`config.mk`:
```
export PLATFORM = sky130hd
export DESIGN_NAME = univ_shift_reg
export DESIGN_NICKNAME = d
export VERILOG_FILES = /design/src/rtl/univ_sr_pkg.sv /design/src/rtl/sr_shift_counter.sv /design/src/rtl/univ_shift_reg_chk.sv /design/src/rtl/univ_shift_reg.sv
export SDC_FILE = /design/constraint.sdc
export NUM_CORES = 1
export LEC_CHECK = 0
export BUFFER_PORTS_ARGS = -buffer_cell sky130_fd_sc_hd__clkbuf_2
export CELL_PAD_IN_SITES_DETAIL_PLACEMENT = 1
export CELL_PAD_IN_SITES_GLOBAL_PLACEMENT = 2
export CORE_MARGIN = 2
export CORE_UTILIZATION = 26
export DETAILED_ROUTE_END_ITERATION = 10
export HOLD_SLACK_MARGIN = 0.12
export PLACE_DENSITY_LB_ADDON = 0.1
export SYNTH_ARGS = -nofsm -noshare
export SYNTH_HDL_FRONTEND = slang
export SYNTH_SLANG_ARGS = --single-unit
```
`constraint.sdc`:
```
create_clock -name clk -period 1.2 [get_ports clk]
set_input_delay 0.24 -clock clk [delete_from_list [all_inputs] [get_ports clk]]
set_output_delay 0.24 -clock clk [all_outputs]
set_load 0.005 [all_outputs]
```
`src/rtl/univ_sr_pkg.sv`:
```
// -----------------------------------------------------------------------------
// univ_sr_pkg
// Shared definitions for the universal shift register slice:
//   mode_t     - 2-bit operation select (hold / shift left / shift right / load)
//   MAX_WIDTH  - largest register width the block supports
// -----------------------------------------------------------------------------
package univ_sr_pkg;

    typedef enum logic [1:0] {
        MODE_HOLD = 2'b00,
        MODE_SHL  = 2'b01,
        MODE_SHR  = 2'b10,
        MODE_LOAD = 2'b11
    } mode_t;

    localparam int MAX_WIDTH = 64;

endpackage : univ_sr_pkg

```
`src/rtl/sr_shift_counter.sv`:
```
// -----------------------------------------------------------------------------
// sr_shift_counter
// Counts shifts modulo WIDTH and emits a registered one-cycle pulse in the
// cycle after the shift that wraps the count back to zero.
// Ports:
//   clk      in   rising-edge clock
//   reset    in   asynchronous active-high reset, clears count and done
//   shift_en in   a shift happens on this edge
//   clear    in   restart the word (load); suppresses any pulse
//   count    out  shifts since last clear/reset/wrap
//   done     out  one-cycle pulse after the WIDTH-th shift
// -----------------------------------------------------------------------------
module sr_shift_counter #(
    parameter  int WIDTH = 8,
    localparam int CW    = $clog2(WIDTH)
) (
    input  logic          clk,
    input  logic          reset,
    input  logic          shift_en,
    input  logic          clear,
    output logic [CW-1:0] count,
    output logic          done
);

    localparam logic [CW-1:0] LAST = CW'(WIDTH - 1);

    logic [CW-1:0] count_r;
    logic [CW-1:0] next_count_s;
    logic          done_r;
    logic          next_done_s;

    // Next count and pulse: clear wins, then wrap on the last shift of a word.
    always_comb begin
        next_count_s = count_r;
        next_done_s  = 1'b0;
        if (clear) begin
            next_count_s = {CW{1'b0}};
            next_done_s  = 1'b0;
        end else if (shift_en) begin
            if (count_r == LAST) begin
                next_count_s = {CW{1'b0}};
                next_done_s  = 1'b1;
            end else begin
                next_count_s = count_r + CW'(1);
                next_done_s  = 1'b0;
            end
        end else begin
            next_count_s = count_r;
            next_done_s  = 1'b0;
        end
    end

    // Counter and pulse registers.
    always_ff @(posedge clk or posedge reset) begin
        if (reset) begin
            count_r <= {CW{1'b0}};
            done_r  <= 1'b0;
        end else begin
            count_r <= next_count_s;
            done_r  <= next_done_s;
        end
    end

    assign count = count_r;
    assign done  = done_r;

endmodule : sr_shift_counter

```
`src/rtl/univ_shift_reg_chk.sv`:
```
// -----------------------------------------------------------------------------
// univ_shift_reg_chk
// Elaboration-time check that the shift register width lies in 2..MAX_WIDTH.
// Parameters:
//   WIDTH - register width under check
// No ports.
// -----------------------------------------------------------------------------
module univ_shift_reg_chk
    import univ_sr_pkg::*;
#(
    parameter int WIDTH = 8
) ();

    generate
        if ((WIDTH < 2) || (WIDTH > MAX_WIDTH)) begin : g_width_bad
            $error("univ_shift_reg: WIDTH %0d outside 2..%0d", WIDTH, MAX_WIDTH);
        end
    endgenerate

endmodule : univ_shift_reg_chk

```
`src/rtl/univ_shift_reg.sv`:
```
// -----------------------------------------------------------------------------
// univ_shift_reg
// WIDTH-bit universal shift register: hold, shift left, shift right, parallel
// load, with serial ports at both ends and a word_done pulse every WIDTH shifts.
// Optional feature macro: UNIV_SR_ROTATE_EN - when defined, rotate=1 makes a
// shift recirculate the outgoing bit instead of taking the serial input.
// Ports:
//   clk          in   rising-edge clock
//   reset        in   asynchronous active-high reset
//   mode         in   operation select (univ_sr_pkg::mode_t encodings)
//   serial_in_r  in   bit entering the MSB on a right shift
//   serial_in_l  in   bit entering the LSB on a left shift
//   rotate       in   rotate request (only with UNIV_SR_ROTATE_EN)
//   parallel_in  in   load data
//   parallel_out out  register contents
//   serial_out_r out  q[0]
//   serial_out_l out  q[WIDTH-1]
//   shift_count  out  shifts since last load/reset/wrap
//   word_done    out  registered pulse after the WIDTH-th shift
// -----------------------------------------------------------------------------
module univ_shift_reg
    import univ_sr_pkg::*;
#(
    parameter  int WIDTH = 8,
    localparam int CW    = $clog2(WIDTH)
) (
    input  logic             clk,
    input  logic             reset,
    input  logic [1:0]       mode,
    input  logic             serial_in_r,
    input  logic             serial_in_l,
    input  logic             rotate,
    input  logic [WIDTH-1:0] parallel_in,
    output logic [WIDTH-1:0] parallel_out,
    output logic             serial_out_r,
    output logic             serial_out_l,
    output logic [CW-1:0]    shift_count,
    output logic             word_done
);

    mode_t            mode_s;
    logic [WIDTH-1:0] q_r;
    logic [WIDTH-1:0] next_q_s;
    logic             shl_fill_s;
    logic             shr_fill_s;
    logic             shift_en_s;
    logic             clear_s;

    assign mode_s = mode_t'(mode);

    univ_shift_reg_chk #(.WIDTH(WIDTH)) u_chk ();

`ifndef UNIV_SR_ROTATE_EN
    logic unused_rotate_s;
    assign unused_rotate_s = rotate;
`endif

    // Incoming bit for each shift direction; rotation recirculates the far end.
    always_comb begin
        shl_fill_s = serial_in_l;
        shr_fill_s = serial_in_r;
`ifdef UNIV_SR_ROTATE_EN
        if (rotate) begin
            shl_fill_s = q_r[WIDTH-1];
            shr_fill_s = q_r[0];
        end else begin
            shl_fill_s = serial_in_l;
            shr_fill_s = serial_in_r;
        end
`endif
    end

    // Next register value and counter controls per mode.
    always_comb begin
        next_q_s   = q_r;
        shift_en_s = 1'b0;
        clear_s    = 1'b0;
        case (mode_s)
            MODE_HOLD: begin
                next_q_s = q_r;
            end
            MODE_SHL: begin
                next_q_s   = {q_r[WIDTH-2:0], shl_fill_s};
                shift_en_s = 1'b1;
            end
            MODE_SHR: begin
                next_q_s   = {shr_fill_s, q_r[WIDTH-1:1]};
                shift_en_s = 1'b1;
            end
            MODE_LOAD: begin
                next_q_s = parallel_in;
                clear_s  = 1'b1;
            end
            default: begin
                next_q_s = q_r;
            end
        endcase
    end

    // Data register.
    always_ff @(posedge clk or posedge reset) begin
        if (reset) begin
            q_r <= {WIDTH{1'b0}};
        end else begin
            q_r <= next_q_s;
        end
    end

    sr_shift_counter #(.WIDTH(WIDTH)) u_counter (
        .clk      (clk),
        .reset    (reset),
        .shift_en (shift_en_s),
        .clear    (clear_s),
        .count    (shift_count),
        .done     (word_done)
    );

    assign parallel_out = q_r;
    assign serial_out_r = q_r[0];
    assign serial_out_l = q_r[WIDTH-1];

endmodule : univ_shift_reg

```
==> run metrics <==
post-route setup TNS=0 ns; Area Growth Syn to Fin=34.9%; row count=18; mux cell area share after synthesis=0%; Core Box Area=2520 um^2; total power=0.00121 W; Unique masters post-synth=15; Clock Skews=0.00432 ns; DRC viols=0; initial antenna violation count=0; Sink Count=12; # setup viols final=0; Post-DP Area=906 um^2; Hold/Removal Path Class=in2reg; share of layout cells above drive strength 1=40.6%; post-synthesis average cell area=9.97 um^2; hold path start=serial_in_l; status=finished clean; largest net degree at the start of global routing=13; routability cong.=0.636; Initial Util=27.7%; Filler cells=307; area of the mapped netlist=698 um^2; Pre-Repair DR Iteration Count=2; Rel. slew slack=66.6%; I/O Buffers=27; Worst R2R Start=u_counter.count[0]$_DFFE_PP0P_; Worst R2R End=u_counter.count[0]$_DFFE_PP0P_; worst hold slack=0.266 ns; Post-Synth Simple-Gate Area=17.2%; first-pass GRT wire length=2900 um; CTS Buffer Depth=2; Crit Path Max Fanout=3; CTS Buf Count=3; total of warnings raised by yosys=0; Final WS setup=0.0539 ns; r2r worst-path depth=3; worst-path cell chain=buf_6, clkbuf_2; commonest non-fill, non-tap cell in the layout=clkbuf_2; worst hold path stage count=3; Vias=631; Nets=128; fin. max-slew vios=0; CTS tree=built; Lkg Pwr=0.481 nW; Place WS=-0.0668 ns; cells after synthesis=70; R2R Setup Slk=0.06 ns; vias per inst=4.64; compound-gate portion of the synthesized area=21.9%; CP required=0.96 ns; Hold Vio Cnt, Final=0; adder-cell share of the synthesized area=8.96%; GRT overflow=0; per-cell routed wire length=13.2 um; commonest non-fill, non-tap cells in the layout=27 x clkbuf_2, 12 x nand2_1, 12 x dfrtp_1; Die ar.=3120 um^2; largest family of logic cells by synthesized area=compound AO/OA/AOI/OAI gates; # Post-CTS Setup Buffers=0; CP max stage cell=dfrtp_1; Max-Cap Viols=0; Routed Wire Length=1790 um; I/O Pins=29; CP startpoint kind=register; design area=942 um^2; DR iter-0 viols=11; Synth Area in XOR/XNOR=0%; CP Class=reg2out; Seq cells post-synth=12; Setup crit end kind=primary output; Root Buffer=clkbuf_4; RSZ-0062 raised after global routing=true; ant diodes=0; register area share after synthesis=43.0%; Chip Height=55.8 um; slowest stage delay, CP=0.40 ns; post-layout min period=1.15 ns; VDD IR max=0.000656 V; final period utilization=95.5%; final HPWL from detailed placement=1400 um; fmax=873 MHz; post-route ant nets=0; CP Data Arrival Time=0.91 ns; syn nets=90; Die X=55.8 um; Worst Max-Slew Pin Slew=0.501 ns; PD cells=1290 nW/um^2; Skew-Pair Late Insertion Delay=0.27 ns; gr usage total=12.0%; number of global-route vias before repair=617; H-tree depth=1; Hold EP=parallel_out[0]$_DFFE_PP0P_; Reg clk slew, reported paths=0.08 ns
-- through the flow --
stage,util (%),cells
floorplan,-,70
global placement,35.9,132
detailed placement,35.9,132
CTS,37.2,136
global route,37.4,136
finish,37.4,136
-- power breakdown --
group | internal (W) | switching, W | total [W]
combinational | 0.000213 | 0.000174 | 0.000387
sequential | 0.000490 | 0.0000845 | 0.000574
clock | 0.000116 | 0.000134 | 0.000251
-- cell families after synthesis --
family                     after synthesis
buffers and inverters                   10
and+or+nand+nor                         24
DFF                                     12
AOI/OAI and AO/OA                       19
adders and majority gates                5
-- layer usage --
metal	share of wire, %	routed length [um]	up-vias	track usage (%)
met2	42	760	21	17.0
met4	0.56	10	0	3.06
met1	50	893	288	16.6
met5	0	0	-	0
li1	-	-	320	-
met3	7.1	127	2	5.12
-- worst max-delay path, delay by kind of cell, from the launching register on --
| kind | cells | cell delay (ns) |
|---|---|---|
| flip-flops | 1 | 0.40 |
| buffers and inverters | 2 | 0.23 |
-- area by class of cell --
class | instances | area [um^2] | area share, %
inverters | 4 | 15.0 | 1.59
flip-flops and latches | 12 | 300 | 31.9
well taps | 30 | 37.5 | 3.98
repair buffers | 39 | 231 | 24.6
multi-input cells | 48 | 335 | 35.6
clock buffers | 3 | 22.5 | 2.39
-- flip-flops by register name (all words and copies together), names as in the netlist --
register,cells
u_counter.count,3
u_counter.done,1
parallel_out,8
-- how the worst max path moves through the flow --
stage / start / endpoint / slack [ns] / depth (start not counted)
final: u_counter.count[0]$_DFFE_PP0P_ / shift_count[0] / 0.05 / 2
after global routing: u_counter.count[0]$_DFFE_PP0P_ / u_counter.count[0]$_DFFE_PP0P_ / -0.003 / 3
after CTS: u_counter.count[0]$_DFFE_PP0P_ / shift_count[0] / 0.02 / 2
after detailed placement: mode[0] / parallel_out[6]$_DFFE_PP0P_ / -0.07 / 6
after global placement: mode[0] / parallel_out[3]$_DFFE_PP0P_ / -0.04 / 5
after floorplan: u_counter.count[0]$_DFFE_PP0P_ / u_counter.count[2]$_DFFE_PP0P_ / 0.09 / 4
-- synthesized netlist by cell type --
library cell	instances	area, um^2
o21ai_0	2	10.0
buf_6	2	22.5
buf_4	2	15.0
nor2_1	1	3.75
nand2b_1	9	56.3
ha_1	5	62.6
nand2_1	12	45.0
inv_1	4	15.0
dfrtp_1	12	300
a22oi_1	8	60.1
o221ai_1	8	70.1
o31ai_2	1	12.5
or2_1	1	6.26
buf_2	2	10.0
or2_4	1	8.76
-- what timing repair did --
action / in CTS / in global routing
hold endpoints to repair: 12 / 0
endpoints found under the setup margin: 0 / 2
hold buffers: 1 / 0
gates resized for setup: 0 / 2
Note: power is estimated with default switching activity, not from simulation.
